<file path="src/rtl/fp_pkg.sv">
// rtl/fp_pkg.sv - shared FP32 constants and sequencer state encoding
package fp_pkg;
    localparam int FP_W      = 32;
    localparam int FP_SIGN_W = 1;
    localparam int FP_EXP_W  = 8;
    localparam int FP_MANT_W = 23;

    localparam logic [FP_W-1:0] FP_POS_ZERO = 32'h0000_0000;

    typedef enum logic [1:0] {
        ST_IDLE,
        ST_ISSUE,
        ST_WAIT,
        ST_RESULT
    } seq_state_t;
endpackage

</file>
<file path="src/rtl/fpacc_timer.sv">
// rtl/fpacc_timer.sv - loadable up-counter with zero and terminal-count flags
module fpacc_timer #(
    parameter int TIMEOUT = 64
) (
    input  logic i_clk,
    input  logic i_reset,
    input  logic i_load,
    input  logic i_en,
    output logic o_zero,
    output logic o_tc
);
    localparam int W = $clog2(TIMEOUT);
    localparam logic [W-1:0] TC = W'(TIMEOUT - 1);

    logic [W-1:0] r_cnt;

    // Holds at terminal count so a long wait can never wrap back to zero.
    always_ff @(posedge i_clk or negedge i_reset) begin
        if (!i_reset) begin
            r_cnt <= '0;
        end else if (i_load) begin
            r_cnt <= '0;
        end else if (i_en && (r_cnt != TC)) begin
            r_cnt <= r_cnt + W'(1);
        end
    end

    assign o_zero = (r_cnt == '0);
    assign o_tc   = (r_cnt == TC);
endmodule

</file>
<file path="src/rtl/fpacc_seq.sv">
// rtl/fpacc_seq.sv - FP32 stream accumulator driving an external multi-cycle adder
module fpacc_seq
    import fp_pkg::*;
#(
    parameter int TIMEOUT = 64,
    parameter int CNT_W   = 16
) (
    input  logic             i_clk,
    input  logic             i_reset,
    input  logic             i_in_valid,
    output logic             o_in_ready,
    input  logic [FP_W-1:0]  i_in_data,
    input  logic             i_in_last,
    output logic             o_add_start,
    output logic [FP_W-1:0]  o_add_a,
    output logic [FP_W-1:0]  o_add_b,
    input  logic [FP_W-1:0]  i_add_sum,
    input  logic             i_add_done,
    output logic             o_out_valid,
    input  logic             i_out_ready,
    output logic [FP_W-1:0]  o_out_data,
    output logic [CNT_W-1:0] o_out_count,
    output logic             o_out_err
);
    seq_state_t        r_state;
    logic [FP_W-1:0]   r_acc;
    logic [FP_W-1:0]   r_op;
    logic              r_last_p;
    logic              r_first;
    logic [CNT_W-1:0]  r_count;
    logic              r_err;
    logic              r_in_ready;
    logic              r_add_start;
    logic              r_out_valid;

    logic              w_timer_zero;
    logic              w_timer_tc;

    fpacc_timer #(.TIMEOUT(TIMEOUT)) u_timer (
        .i_clk   (i_clk),
        .i_reset (i_reset),
        .i_load  (r_state == ST_ISSUE),
        .i_en    (r_state == ST_WAIT),
        .o_zero  (w_timer_zero),
        .o_tc    (w_timer_tc)
    );

    always_ff @(posedge i_clk or negedge i_reset) begin
        if (!i_reset) begin
            r_state     <= ST_IDLE;
            r_acc       <= FP_POS_ZERO;
            r_op        <= FP_POS_ZERO;
            r_last_p    <= 1'b0;
            r_first     <= 1'b1;
            r_count     <= '0;
            r_err       <= 1'b0;
            r_in_ready  <= 1'b1;
            r_add_start <= 1'b0;
            r_out_valid <= 1'b0;
        end else begin
            r_add_start <= 1'b0;
            case (r_state)
                ST_IDLE: begin
                    if (i_in_valid) begin
                        if (r_count != '1) begin
                            r_count <= r_count + CNT_W'(1);
                        end
                        r_last_p <= i_in_last;
                        if (r_first) begin
                            r_acc   <= i_in_data;
                            r_first <= 1'b0;
                            if (i_in_last) begin
                                r_state     <= ST_RESULT;
                                r_in_ready  <= 1'b0;
                                r_out_valid <= 1'b1;
                            end
                        end else begin
                            r_op        <= i_in_data;
                            r_state     <= ST_ISSUE;
                            r_in_ready  <= 1'b0;
                            r_add_start <= 1'b1;
                        end
                    end
                end
                ST_ISSUE: begin
                    r_state <= ST_WAIT;
                end
                ST_WAIT: begin
                    // The first WAIT cycle still shows the previous op's done level.
                    if (i_add_done && !w_timer_zero) begin
                        r_acc <= i_add_sum;
                        if (r_last_p) begin
                            r_state     <= ST_RESULT;
                            r_out_valid <= 1'b1;
                        end else begin
                            r_state    <= ST_IDLE;
                            r_in_ready <= 1'b1;
                        end
                    end else if (w_timer_tc) begin
                        r_err       <= 1'b1;
                        r_state     <= ST_RESULT;
                        r_out_valid <= 1'b1;
                    end
                end
                ST_RESULT: begin
                    if (i_out_ready) begin
                        r_state     <= ST_IDLE;
                        r_first     <= 1'b1;
                        r_count     <= '0;
                        r_err       <= 1'b0;
                        r_acc       <= FP_POS_ZERO;
                        r_out_valid <= 1'b0;
                        r_in_ready  <= 1'b1;
                    end
                end
                default: begin
                    r_state <= ST_IDLE;
                end
            endcase
        end
    end

    assign o_in_ready  = r_in_ready;
    assign o_add_start = r_add_start;
    assign o_add_a     = r_acc;
    assign o_add_b     = r_op;
    assign o_out_valid = r_out_valid;
    assign o_out_data  = r_acc;
    assign o_out_count = r_count;
    assign o_out_err   = r_err;
endmodule

</file>
<file path="config.mk">
export PLATFORM = sky130hd
export DESIGN_NAME = fpacc_seq
export DESIGN_NICKNAME = d
export VERILOG_FILES = /design/src/rtl/fp_pkg.sv /design/src/rtl/fpacc_timer.sv /design/src/rtl/fpacc_seq.sv
export SDC_FILE = /design/constraint.sdc
export NUM_CORES = 1
export LEC_CHECK = 0
export BUFFER_PORTS_ARGS = -buffer_cell sky130_fd_sc_hd__buf_2
export CAP_MARGIN = 20
export CORE_ASPECT_RATIO = 1.5
export CORE_MARGIN = 3
export CORE_UTILIZATION = 40
export DETAILED_ROUTE_END_ITERATION = 6
export GPL_ROUTABILITY_DRIVEN = 0
export PLACE_DENSITY = 0.67
export SLEW_MARGIN = 20
export SYNTH_ARGS = -nofsm -noshare
export SYNTH_HDL_FRONTEND = slang
export SYNTH_SLANG_ARGS = --single-unit
</file>
<file path="constraint.sdc">
create_clock -name i_clk -period 4.65 [get_ports i_clk]
set_clock_uncertainty 0.15 [all_clocks]
set_input_delay 0.2325 -clock i_clk [delete_from_list [all_inputs] [get_ports i_clk]]
set_output_delay 0.2325 -clock i_clk [all_outputs]
set_load 0.01 [all_outputs]
</file>
# Word-level counts from Yosys, hierarchy flattened
# Index checks and enable logic that the tools add are counted.
dict set report classes {
  muxes 41
  reduce_logical 18
  n_addsub 2
  eq_ne 18
  bitwise 1
}
# op n
set ops {}
lappend ops {{32-bit two-way mux} 4}
lappend ops {{32-bit case mux with 3 select lines} 1}
lappend ops {{16-bit two-way mux} 3}
lappend ops {{16-bit case mux with 2 select lines} 1}
lappend ops {{1-bit two-way mux} 18}
lappend ops {{2-bit inequality test, second input constant} 9}
lappend ops {{16-bit by 1-bit adder with 16-bit output, second input constant} 1}
lappend ops {{16-bit inequality test, second input constant} 1}
lappend ops {{2-bit two-way mux} 7}
lappend ops {{6-bit two-way mux} 2}
lappend ops {{4-bit AND reduction} 3}
lappend ops {{3-bit inequality test, second input constant} 3}
lappend ops {{2-bit case mux with 4 select lines} 1}
lappend ops {{7-bit AND reduction} 1}
lappend ops {{6-bit by 1-bit adder with 6-bit output, second input constant} 1}
lappend ops {{6-bit equality test, second input constant} 1}
lappend ops {{6-bit zero test} 1}
lappend ops {{6-bit inequality test, second input constant} 1}
lappend ops {{1-bit case mux with 3 select lines} 2}
lappend ops {{3-bit AND reduction} 2}
lappend ops {{6-bit AND reduction} 1}
lappend ops {{2-bit nonzero test} 3}
lappend ops {{5-bit AND reduction} 1}
lappend ops {{2-bit equality test, second input constant} 2}
lappend ops {{other kinds (8)} 10}
dict set report word_totals {
  output_inout_bits 116
  reg_bits 94
  wordCells 91
}

# Depth between registers and ports, before layout
# Gate-level depths: netlist (run 1).
dict set report depth {
  word_depth 5
  mapped_depth 8
  mapped_depth_nobuf 6
}

# Hierarchy
# A second synthesis (run 1) with hierarchy kept.
dict set report hier_totals {
  hier_cells 437
  area_unflattened_um2 4615.7
}
# module area_per_inst_um2 cells_per_inst n_inst
set by_module_without_submodules {}
lappend by_module_without_submodules {fpacc_seq 4209.0 394 1}
lappend by_module_without_submodules {fpacc_timer 406.6 43 1}

# Worst setup path after synthesis (run 1)
# OpenSTA, ideal clock, no wires.
dict set report synth_path {
  kind {register -> register}
  startpoint {register r_state[0]}
  endpoint {register r_acc[12], in the netlist o_add_a[12]}
  arrival_ns 2.037
  path_stages_with_launch 8
  setup_slack_ns 2.335
  n_path_buf 2
  setup_time_ns 0.128
  cell_sequence {dfrtp_1 -> ha_1 -> nor2b_1 -> clkbuf_1 -> a2111o_1 -> a21oi_2 -> buf_4 -> mux2_1}
}
dict set report synth_via {
  elab_chain_cells 3
  elab_cells_between_ends 10
  cone_classes {eq/ne (6); mux (1); reduce/logical (3)}
}
# element line
set synth_rtl {}
lappend synth_rtl {{from (decl)} fpacc_seq.sv:25} ;# seq_state_t r_state;
lappend synth_rtl {{from (signal assigned)} fpacc_seq.sv:50} ;# r_state <= ST_IDLE;
lappend synth_rtl {{from (signal assigned)} fpacc_seq.sv:73} ;# r_state <= ST_RESULT;
lappend synth_rtl {{from (signal assigned)} fpacc_seq.sv:79} ;# r_state <= ST_ISSUE;
lappend synth_rtl {{2-bit equality test or 2-bit zero test (tied branches)} fpacc_seq.sv:62} ;# case (r_state)
lappend synth_rtl {{2-bit inequality test (no source line) or 3-bit nonzero test (tied branches)} n/a}
lappend synth_rtl {{5-bit AND reduction (no source line)} n/a}
lappend synth_rtl {{to (signal assigned)} fpacc_seq.sv:70} ;# r_acc <= i_in_data;
lappend synth_rtl {{to (signal assigned)} fpacc_seq.sv:91} ;# r_acc <= i_add_sum;
lappend synth_rtl {{to (decl)} fpacc_seq.sv:26} ;# logic [FP_W-1:0] r_acc;
# Several ways; a longest one is shown, not always the timed one.
# A chain may end at the register's enable or synchronous reset.

# Worst setup path after layout (run 1)
dict set report layout_path {
  startpoint {register r_state[0]}
  endpoint {register r_acc[18], in the netlist o_add_a[18]}
}
# Same word-level chain as after synthesis.

==> results of run 1 <==
==> critical path: cells and delay by family (launching register included) <==
kind,cells,cell delay [ns]
DFF,1,0.41
and+or+nand+nor,1,0.10
adders and majority gates,1,0.64
buffers and inverters,2,0.57
AOI/OAI and AO/OA,2,0.74
muxes,1,0.25
==> routing by layer <==
metal / global-route usage [%] / part of all wire, %
met4: 6.64 / 1.6
met3: 4.50 / 5.6
met5: 0 / 0
met1: 23.2 / 39
met2: 36.2 / 54
==> layout make-up <==
class | count | area [um^2] | area share (%)
sequential | 94 | 2350 | 36.7
multi-input combinational | 278 | 2180 | 34.0
timing repair buffer | 219 | 1260 | 19.6
clock buffer | 10 | 229 | 3.57
tap | 153 | 191 | 2.98
inverter | 35 | 131 | 2.05
clock inverter | 6 | 70.1 | 1.09
==> placed cells by master, fill, tap and decap left out, types with 4 or more instances in the layout <==
master and count:
a211oi_1 4, a21oi_1 33, a22o_1 10, buf_2 184
buf_4 5, clkbuf_16 9, dfrtp_1 92, dlygate4sd3_1 30
ha_1 7, inv_1 34, mux2_1 17, mux2_2 29
mux2i_1 26, nand2_1 15, nand3_1 11, nand4_1 10
nor2_1 14, nor2b_1 5, nor3b_1 22, o211ai_1 12
o31ai_1 4, or4_1 6, xor2_1 4
==> flip-flops by register name, indices dropped and copies added, names as in the netlist <==
name	count
o_out_count	16
r_first	1
o_out_err	1
o_add_b	32
r_state	2
o_add_start	1
r_last_p	1
o_out_valid	1
u_timer.r_cnt	6
o_add_a	32
o_in_ready	1
==> power by group <==
group	internal (mW)	switching, mW	leakage [nW]	total, mW
Clock	0.420	0.326	0.135	0.746
Sequential	1.20	0.295	1.14	1.50
Combinational	1.05	1.27	1.79	2.31
==> repair_timing <==
item | in CTS | in global routing
endpoints found under the hold margin | 75 | 0
resized for setup | 0 | 0
hold buffers | 30 | 0
==> per-stage QoR <==
step	power [mW]	instances
finish	4.55	795
floorplan	3.15	465
detailed placement	3.82	749
global route	4.89	795
global placement	3.72	749
CTS	4.60	795
==> logic make-up (layout without fill, tap and decap cells) <==
kind of cell / count (synthesis) / in the layout
simple gates: 104 / 104
xor+xnor: 7 / 7
fa+ha+maj: 8 / 8
mux: 72 / 72
compound gates: 87 / 87
flops: 94 / 94
buf+inv: 93 / 270
==> worst max-delay path by stage <==
| stage | slack (ns) | endpoint | from | cells past startpoint |
|---|---|---|---|---|
| 3_3_place_gp | 1.81 | o_add_a[0]$_DFFE_PN0P_ | r_state[0]$_DFFE_PN0P_ | 7 |
| 5_1_grt | 1.47 | o_add_a[9]$_DFFE_PN0P_ | r_state[0]$_DFFE_PN0P_ | 7 |
| 4_1_cts | 1.65 | o_add_a[18]$_DFFE_PN0P_ | r_state[0]$_DFFE_PN0P_ | 7 |
| 3_5_place_dp | 1.66 | o_add_a[31]$_DFFE_PN0P_ | r_state[0]$_DFFE_PN0P_ | 7 |
| 6_report | 1.72 | o_add_a[18]$_DFFE_PN0P_ | r_state[0]$_DFFE_PN0P_ | 7 |
| 2_1_floorplan | 2.34 | o_add_a[12]$_DFFE_PN0P_ | r_state[0]$_DFFE_PN0P_ | 7 |
==> reports/metrics.cfg, run 1 <==
[synth]
synth.top_cells.by_count = dfrtp_1 (92), buf_4 (35), inv_1 (34)
synth_compound_area_share_pct = 12.0
synth_xor_area_share_pct = 1.22
yosysSeqAreaShare_pct = 47.0
synth_top_family_by_area = multiplexers
synth_area_leaders = dfrtp_1 (46%), mux2_2 (6.5%), buf_4 (5.2%)
synth_top_area_cell = dfrtp_1
syn_inst = 465
synth_edf_count = 0
synthAdderAreaFrac_pct = 2.00
synth-seq-cells = 94
yosysTopAreaCellShare_pct = 46.0
synthFlopType = dfrtp_1
ys_types = 57
synthArstFlopShare_pct = 100
postSynthNetCount = 543
syn_area_mm2 = 0.00501
yosysMostFrequentCell = dfrtp_1
synth_simple_gate_area_share_pct = 12.4
ys_warn_count = 0
syn_area_per_cell_um2 = 10.8
synth.mux.area_fraction_pct = 15.5

[sta]
layout_setup_ws_ns = 1.72
final_max_slew_viol_count = 0
rsz0062_at_grt = false
max_freq_mhz = 341
tightest_slew_ns = 1.07
fin_crit_sh_pct = 63.0
max_slew_margin_pct = 28.0
finalSetupViolCount = 0
timing.hold.ws_ns = 0.0126
hold_viol = 0
fin_tns_setup_ns = 0
min_period_ns = 2.93

[floorplan]
fp.dieH_um = 143
start_util_pct = 41.3
core-area_mm2 = 0.0121
die_area_mm2 = 0.0139
rows = 49
die_w_um = 97.4
io_pins = 186

[cts]
clock_path_buffers = 2
cts.sinks = 94
post_cts_buffers = 0
numCtsBuffers = 9
cts_tree = yes
h-tree-depth = 3
cts.clk_slew.worst_paths_ns = 0.07
cts-root-buf = clkbuf_16
clk_latency_ns = 0.34

[cells_and_area]
drive_gt1_share_pct = 37.9
nets = 715
post-route-util_pct = 52.8
diodes = 0
fillers = 1088
finalInstanceArea_mm2 = 0.00641
area_delta_synth_final_pct = 28.1

[global_route]
grt_overflow = 0
antenna_found_initial = 0
grt_pass1_vias = 4542
grt_max_degree = 49
grt.total_usage_pct = 20.0
grt_pass1_wl_um = 22700

[route]
vias = 4318
wirelength_um = 13900
drt-pass1-iter-count = 4
via_per_inst = 5.43
antenna_left = 0
routedWlPerCell_um = 17.5
drc = 0
first_iter_violations = 140

[setup_path]
slowest_stage = ha_2
end_kind = flop
crit_fanout = 34
ff2ff_path_depth = 7
cp_data_arrival_time_ns = 3.05
r2r_start = r_state[0]$_DFFE_PN0P_
max_stage_delay_ns = 0.64
critPathKind = flop to flop
r2r_slack_ns = 1.72
cp.required_ns = 4.77
path_cells = inv_1 > ha_2 > nor2b_1 > a2111o_1 > a21oi_4 > buf_4 > mux2i_1
cp-start-kind = flop
reg2reg_to = o_add_a[18]$_DFFE_PN0P_

[min_path]
min-delay-start = i_in_data[13]
holdCritPathClass = input port to flop
holdPathEnd = o_add_b[13]$_DFFE_PN0P_
holdPathStages = 2

[pwr]
power_per_cell_area_mw_per_mm2 = 710
p_leak_nw = 3.06
worst_ir_drop_vdd_v = 0.000340

[run_status]
status = finished clean

[flow_run]
drv_cap = 0

[placement]
numPortBuffers = 185
dpl_cell_area_mm2 = 0.00581
place.detailed.hpwl_um = 9820
pre_cts_ws_ns = 1.66

No activity file was read; power rests on OpenSTA's default activity.
==> run 2: changes to the inputs <==
--- a/config.mk
+++ b/config.mk
@@ -12,7 +12,7 @@
 export CORE_UTILIZATION = 40
 export DETAILED_ROUTE_END_ITERATION = 6
 export GPL_ROUTABILITY_DRIVEN = 0
-export PLACE_DENSITY = 0.67
+export PLACE_DENSITY = 0.7
 export SLEW_MARGIN = 20
 export SYNTH_ARGS = -nofsm -noshare
 export SYNTH_HDL_FRONTEND = slang
==> constraint.sdc (replaced) <==
create_clock -name i_clk -period 2.65 [get_ports i_clk]
set_clock_uncertainty 0.15 [all_clocks]
set_input_delay 0.1325 -clock i_clk [delete_from_list [all_inputs] [get_ports i_clk]]
set_output_delay 0.1325 -clock i_clk [all_outputs]
set_load 0.01 [all_outputs]
==> reports/metrics.cfg, run 2 (synthesized netlist as in run 1, its figures left out) <==
[setup_path]
cp_data_arrival_time_ns = 2.52
cp-start-kind = flop
critPathKind = flop to flop
end_kind = flop
r2r_start = r_state[1]$_DFFE_PN0P_
crit_fanout = 16
r2r_slack_ns = 0.20
cp.required_ns = 2.72
reg2reg_to = o_add_a[29]$_DFFE_PN0P_
ff2ff_path_depth = 6

[sta]
tightest_slew_ns = 0.724
min_period_ns = 2.45
fin_tns_setup_ns = 0
layout_setup_ws_ns = 0.202
max_freq_mhz = 408
fin_crit_sh_pct = 92.4
rsz0062_at_grt = false
finalSetupViolCount = 0
max_slew_margin_pct = 51.6
hold_viol = 0
final_max_slew_viol_count = 0

[pwr]
p_leak_nw = 3.27
worst_ir_drop_vdd_v = 0.000764
power_per_cell_area_mw_per_mm2 = 1210

[cts]
cts.sinks = 94
clock_path_buffers = 2
numCtsBuffers = 9
cts_tree = yes
cts-root-buf = clkbuf_16
cts.clk_slew.worst_paths_ns = 0.07
h-tree-depth = 3
clk_latency_ns = 0.34

[cells_and_area]
drive_gt1_share_pct = 37.0
finalInstanceArea_mm2 = 0.00689
fillers = 1031
diodes = 0
final_cell_mix = buf_2 (184), dfrtp_1 (92), dlygate4sd3_1 (66), inv_1 (34), a21oi_1 (33)
nets = 757
post-route-util_pct = 56.7
mostFrequentLayoutCell = buf_2
area_delta_synth_final_pct = 37.5

[floorplan]
rows = 49
fp.dieH_um = 143
start_util_pct = 41.3
core-area_mm2 = 0.0121
die_w_um = 97.4
die_area_mm2 = 0.0139
io_pins = 186

[route]
routedWlPerCell_um = 17.4
first_iter_violations = 165
met3_length_um = 783
antenna_left = 0
via_per_inst = 5.36
wirelength_um = 14600
drc = 0
wl_met2_um = 7800
vias = 4489
wl_met1_um = 5560
route.top_layer_used = met4
drt-pass1-iter-count = 4

[min_path]
min-delay-start = i_add_sum[29]
holdPathStages = 3
holdPathEnd = o_add_a[29]$_DFFE_PN0P_
holdCritPathClass = input port to flop

[run_status]
status = finished clean

[global_route]
grt_pass1_wl_um = 22900
antenna_found_initial = 0
grt_max_degree = 50
grt_overflow = 0
grt.total_usage_pct = 20.3
grt_pass1_vias = 4589

[placement]
place.detailed.hpwl_um = 9880
pre_cts_ws_ns = 0.109
numPortBuffers = 185
dpl_cell_area_mm2 = 0.00588

[flow_run]
drv_cap = 0

run 2: changes by cell type in the layout (fill, tap and decap cells not counted), sizes merged:
cell | previous run | this run
dlygate4sd3 | 30 | 66
buf | 189 | 195
clkinvlp | 3 | 1
bufinv | 1 | 2
inv | 36 | 37
run 2: final cells by class:
class	count	area [um^2]	share of cell area (%)
sequential	94	2350	34.2
multi-input combinational	278	2190	31.9
inverter	35	131	1.91
tap	153	191	2.78
clock inverter	6	92.6	1.34
timing repair buffer	261	1690	24.6
clock buffer	10	229	3.33
run 2: how the worst max path moves through the flow:
stage / slack (ns) / from / to / cells after the start
after floorplan: 0.34 / r_state[0]$_DFFE_PN0P_ / o_add_a[12]$_DFFE_PN0P_ / 7
after global placement: 0.20 / r_state[0]$_DFFE_PN0P_ / o_out_count[5]$_DFFE_PN0P_ / 6
after detailed placement: 0.11 / r_state[0]$_DFFE_PN0P_ / o_out_count[5]$_DFFE_PN0P_ / 6
after CTS: 0.09 / r_state[0]$_DFFE_PN0P_ / o_out_count[5]$_DFFE_PN0P_ / 6
after global routing: 0.03 / r_state[1]$_DFFE_PN0P_ / o_add_a[21]$_DFFE_PN0P_ / 6
final: 0.20 / r_state[1]$_DFFE_PN0P_ / o_add_a[29]$_DFFE_PN0P_ / 6
run 2: repair_timing:
action | CTS | global route
resized for setup | 0 | 5
setup endpoints to repair | 0 | 19
hold endpoints to repair | 109 | 0
setup buffers | 0 | 0
hold buffers | 66 | 0
run 2: through the flow:
step	instances	power [mW]	hold WS, ns
final	837	8.32	0.0178
after global placement	755	6.64	0.0293
after floorplan	465	5.52	-0.313
after CTS	837	8.31	0.00266
after detailed placement	755	6.80	0.0456
after global routing	837	8.85	0.0116
run 2: metal layers:
metal	up-vias	GRT usage (%)
met3	39	4.59
li1	2070	-
met4	0	9.63
met2	199	36.5
met5	-	0
met1	2181	22.6
run 2: power by group:
| group | total (mW) | switching (mW) | internal [mW] |
|---|---|---|---|
| clock network | 1.41 | 0.573 | 0.836 |
| logic | 4.29 | 2.32 | 1.97 |
| registers | 2.62 | 0.510 | 2.11 |
| total | 8.32 | 3.40 | 4.92 |
run 2: worst max-delay path, cell delays in order, from the launching register on:
cell	delay [ns]
dfrtp_1	0.40
ha_1	0.36
nor2b_1	0.64
a2111o_1	0.24
a21oi_4	0.06
buf_12	0.17
mux2_1	0.31
==> run 3: changes to the inputs <==
--- a/config.mk
+++ b/config.mk
@@ -9,10 +9,9 @@
 export CAP_MARGIN = 20
 export CORE_ASPECT_RATIO = 1.5
 export CORE_MARGIN = 3
-export CORE_UTILIZATION = 40
+export CORE_UTILIZATION = 35
 export DETAILED_ROUTE_END_ITERATION = 6
 export GPL_ROUTABILITY_DRIVEN = 0
-export PLACE_DENSITY = 0.7
 export SLEW_MARGIN = 20
 export SYNTH_ARGS = -nofsm -noshare
 export SYNTH_HDL_FRONTEND = slang
==> reports/metrics.cfg, run 3 (synthesized netlist as in run 1, its figures left out) <==
[cts]
cts.sinks = 94
cts_tree = yes
h-tree-depth = 3
numCtsBuffers = 9
post_cts_buffers = 0
clk_latency_ns = 0.34
cts.clk_slew.worst_paths_ns = 0.07
cts-root-buf = clkbuf_16
clock_path_buffers = 2

[setup_path]
critPathKind = flop to flop
cp_data_arrival_time_ns = 2.58
end_kind = flop
slowest_stage = or4_1
cp-start-kind = flop
r2r_slack_ns = 0.19
cp_top_family = simple AND/OR/NAND/NOR gates
crit_cells = 6
max_stage_delay_ns = 0.69
path_cells = inv_1 > ha_2 > nor2b_2 > or4_1 > or4_1 > nand3_1
r2r_start = r_state[1]$_DFFE_PN0P_
cp.required_ns = 2.78
ff2ff_path_depth = 6
reg2reg_to = o_out_count[5]$_DFFE_PN0P_
critPathBufInv = 1
critPathMostFrequentCell = or4_1
crit_fanout = 11

[min_path]
min-delay-start = i_add_sum[29]
holdPathStages = 3
holdCritPathClass = input port to flop
holdPathEnd = o_add_a[29]$_DFFE_PN0P_

[sta]
fin_crit_sh_pct = 92.7
max_freq_mhz = 407
min_period_ns = 2.46
max_slew_margin_pct = 42.3
fin_tns_setup_ns = 0
hold_viol = 0
tightest_slew_ns = 0.862
finalSetupViolCount = 0
final_max_slew_viol_count = 0
rsz0062_at_grt = false
timing.hold.ws_ns = 0.0140

[route]
routedWlPerCell_um = 16.8
drc = 0
drt-pass1-iter-count = 4
vias = 4445
wirelength_um = 14700
via_per_inst = 5.07
antenna_left = 0
first_iter_violations = 147

[floorplan]
io_pins = 186
rows = 52
start_util_pct = 36.5
die_w_um = 104
fp.dieH_um = 153
core-area_mm2 = 0.0137
die_area_mm2 = 0.0158

[flow_run]
drv_cap = 0

[pwr]
worst_ir_drop_vdd_v = 0.000564
p_leak_nw = 3.28
power_per_cell_area_mw_per_mm2 = 1190

[cells_and_area]
diodes = 0
final_cell_mix = buf_2 (184), dfrtp_1 (92), dlygate4sd3_1 (66), inv_1 (34), a21oi_1 (33)
area_delta_synth_final_pct = 38.0
nets = 760
mostFrequentLayoutCell = buf_2
drive_gt1_share_pct = 37.1
fillers = 1268

[placement]
place.detailed.hpwl_um = 10300
numPortBuffers = 185

[global_route]
grt.total_usage_pct = 18.6
grt_max_degree = 61
grt_pass1_wl_um = 23900
antenna_found_initial = 0
grt_overflow = 0
grt_pass1_vias = 4698

[run_status]
status = finished clean

run 3: cell type report:
type | count | area [um^2] | area share (%)
Sequential cell | 94 | 2350 | 34.1
Multi-Input combinational cell | 278 | 2180 | 31.6
Timing Repair Buffer | 264 | 1700 | 24.6
Tap cell | 189 | 236 | 3.42
Clock buffer | 9 | 225 | 3.26
Inverter | 35 | 131 | 1.90
Clock inverter | 7 | 80.1 | 1.16
run 3: timing repair:
action | 4_1_cts | 5_1_grt
endpoints found under the hold margin | 120 | 0
setup endpoints to repair | 0 | 33
hold buffers | 66 | 0
resized for setup | 0 | 2
run 3: worst min-delay path: cells and delay by family:
family,cells,cell delay [ns]
mux,1,0.12
buf+inv,1,0.07
compound gates,1,0.14
run 3: layer usage:
layer  wire length, um  track usage (%)
met5                 0                0
met3               653             2.71
met1              5820             20.9
met2              7850             34.9
met4               388             7.98
run 3: metrics by stage:
| stage | cells | total power [mW] | instance area, um^2 | utilization [%] | setup WS, ns |
|---|---|---|---|---|---|
| finish | 876 | 8.21 | 6910 | 50.3 | 0.193 |
| floorplan | 465 | 5.52 | 5010 | - | 0.335 |
| global placement | 794 | 6.72 | 5940 | 43.3 | 0.181 |
| global route | 876 | 8.81 | 6910 | 50.3 | 0.102 |
| detailed placement | 794 | 6.84 | 5940 | 43.3 | 0.0772 |
| CTS | 876 | 8.28 | 6910 | 50.3 | 0.0748 |
run 3: where the power goes:
part           leakage [nW]  switching (mW)  internal, mW
clock                 0.149           0.590         0.747
combinational          1.99            2.27          1.97
sequential             1.14           0.528          2.11
total                  3.28            3.39          4.82
run 3: how the worst max path moves through the flow:
| stage | from | end | slack (ns) |
|---|---|---|---|
| finish | r_state[1]$_DFFE_PN0P_ | o_out_count[5]$_DFFE_PN0P_ | 0.19 |
| CTS | r_state[0]$_DFFE_PN0P_ | o_out_count[5]$_DFFE_PN0P_ | 0.07 |
| global placement | r_state[0]$_DFFE_PN0P_ | o_add_a[8]$_DFFE_PN0P_ | 0.18 |
| detailed placement | r_state[0]$_DFFE_PN0P_ | o_add_a[27]$_DFFE_PN0P_ | 0.08 |
| floorplan | r_state[0]$_DFFE_PN0P_ | o_add_a[12]$_DFFE_PN0P_ | 0.34 |
| global route | r_state[0]$_DFFE_PN0P_ | o_add_a[7]$_DFFE_PN0P_ | 0.10 |
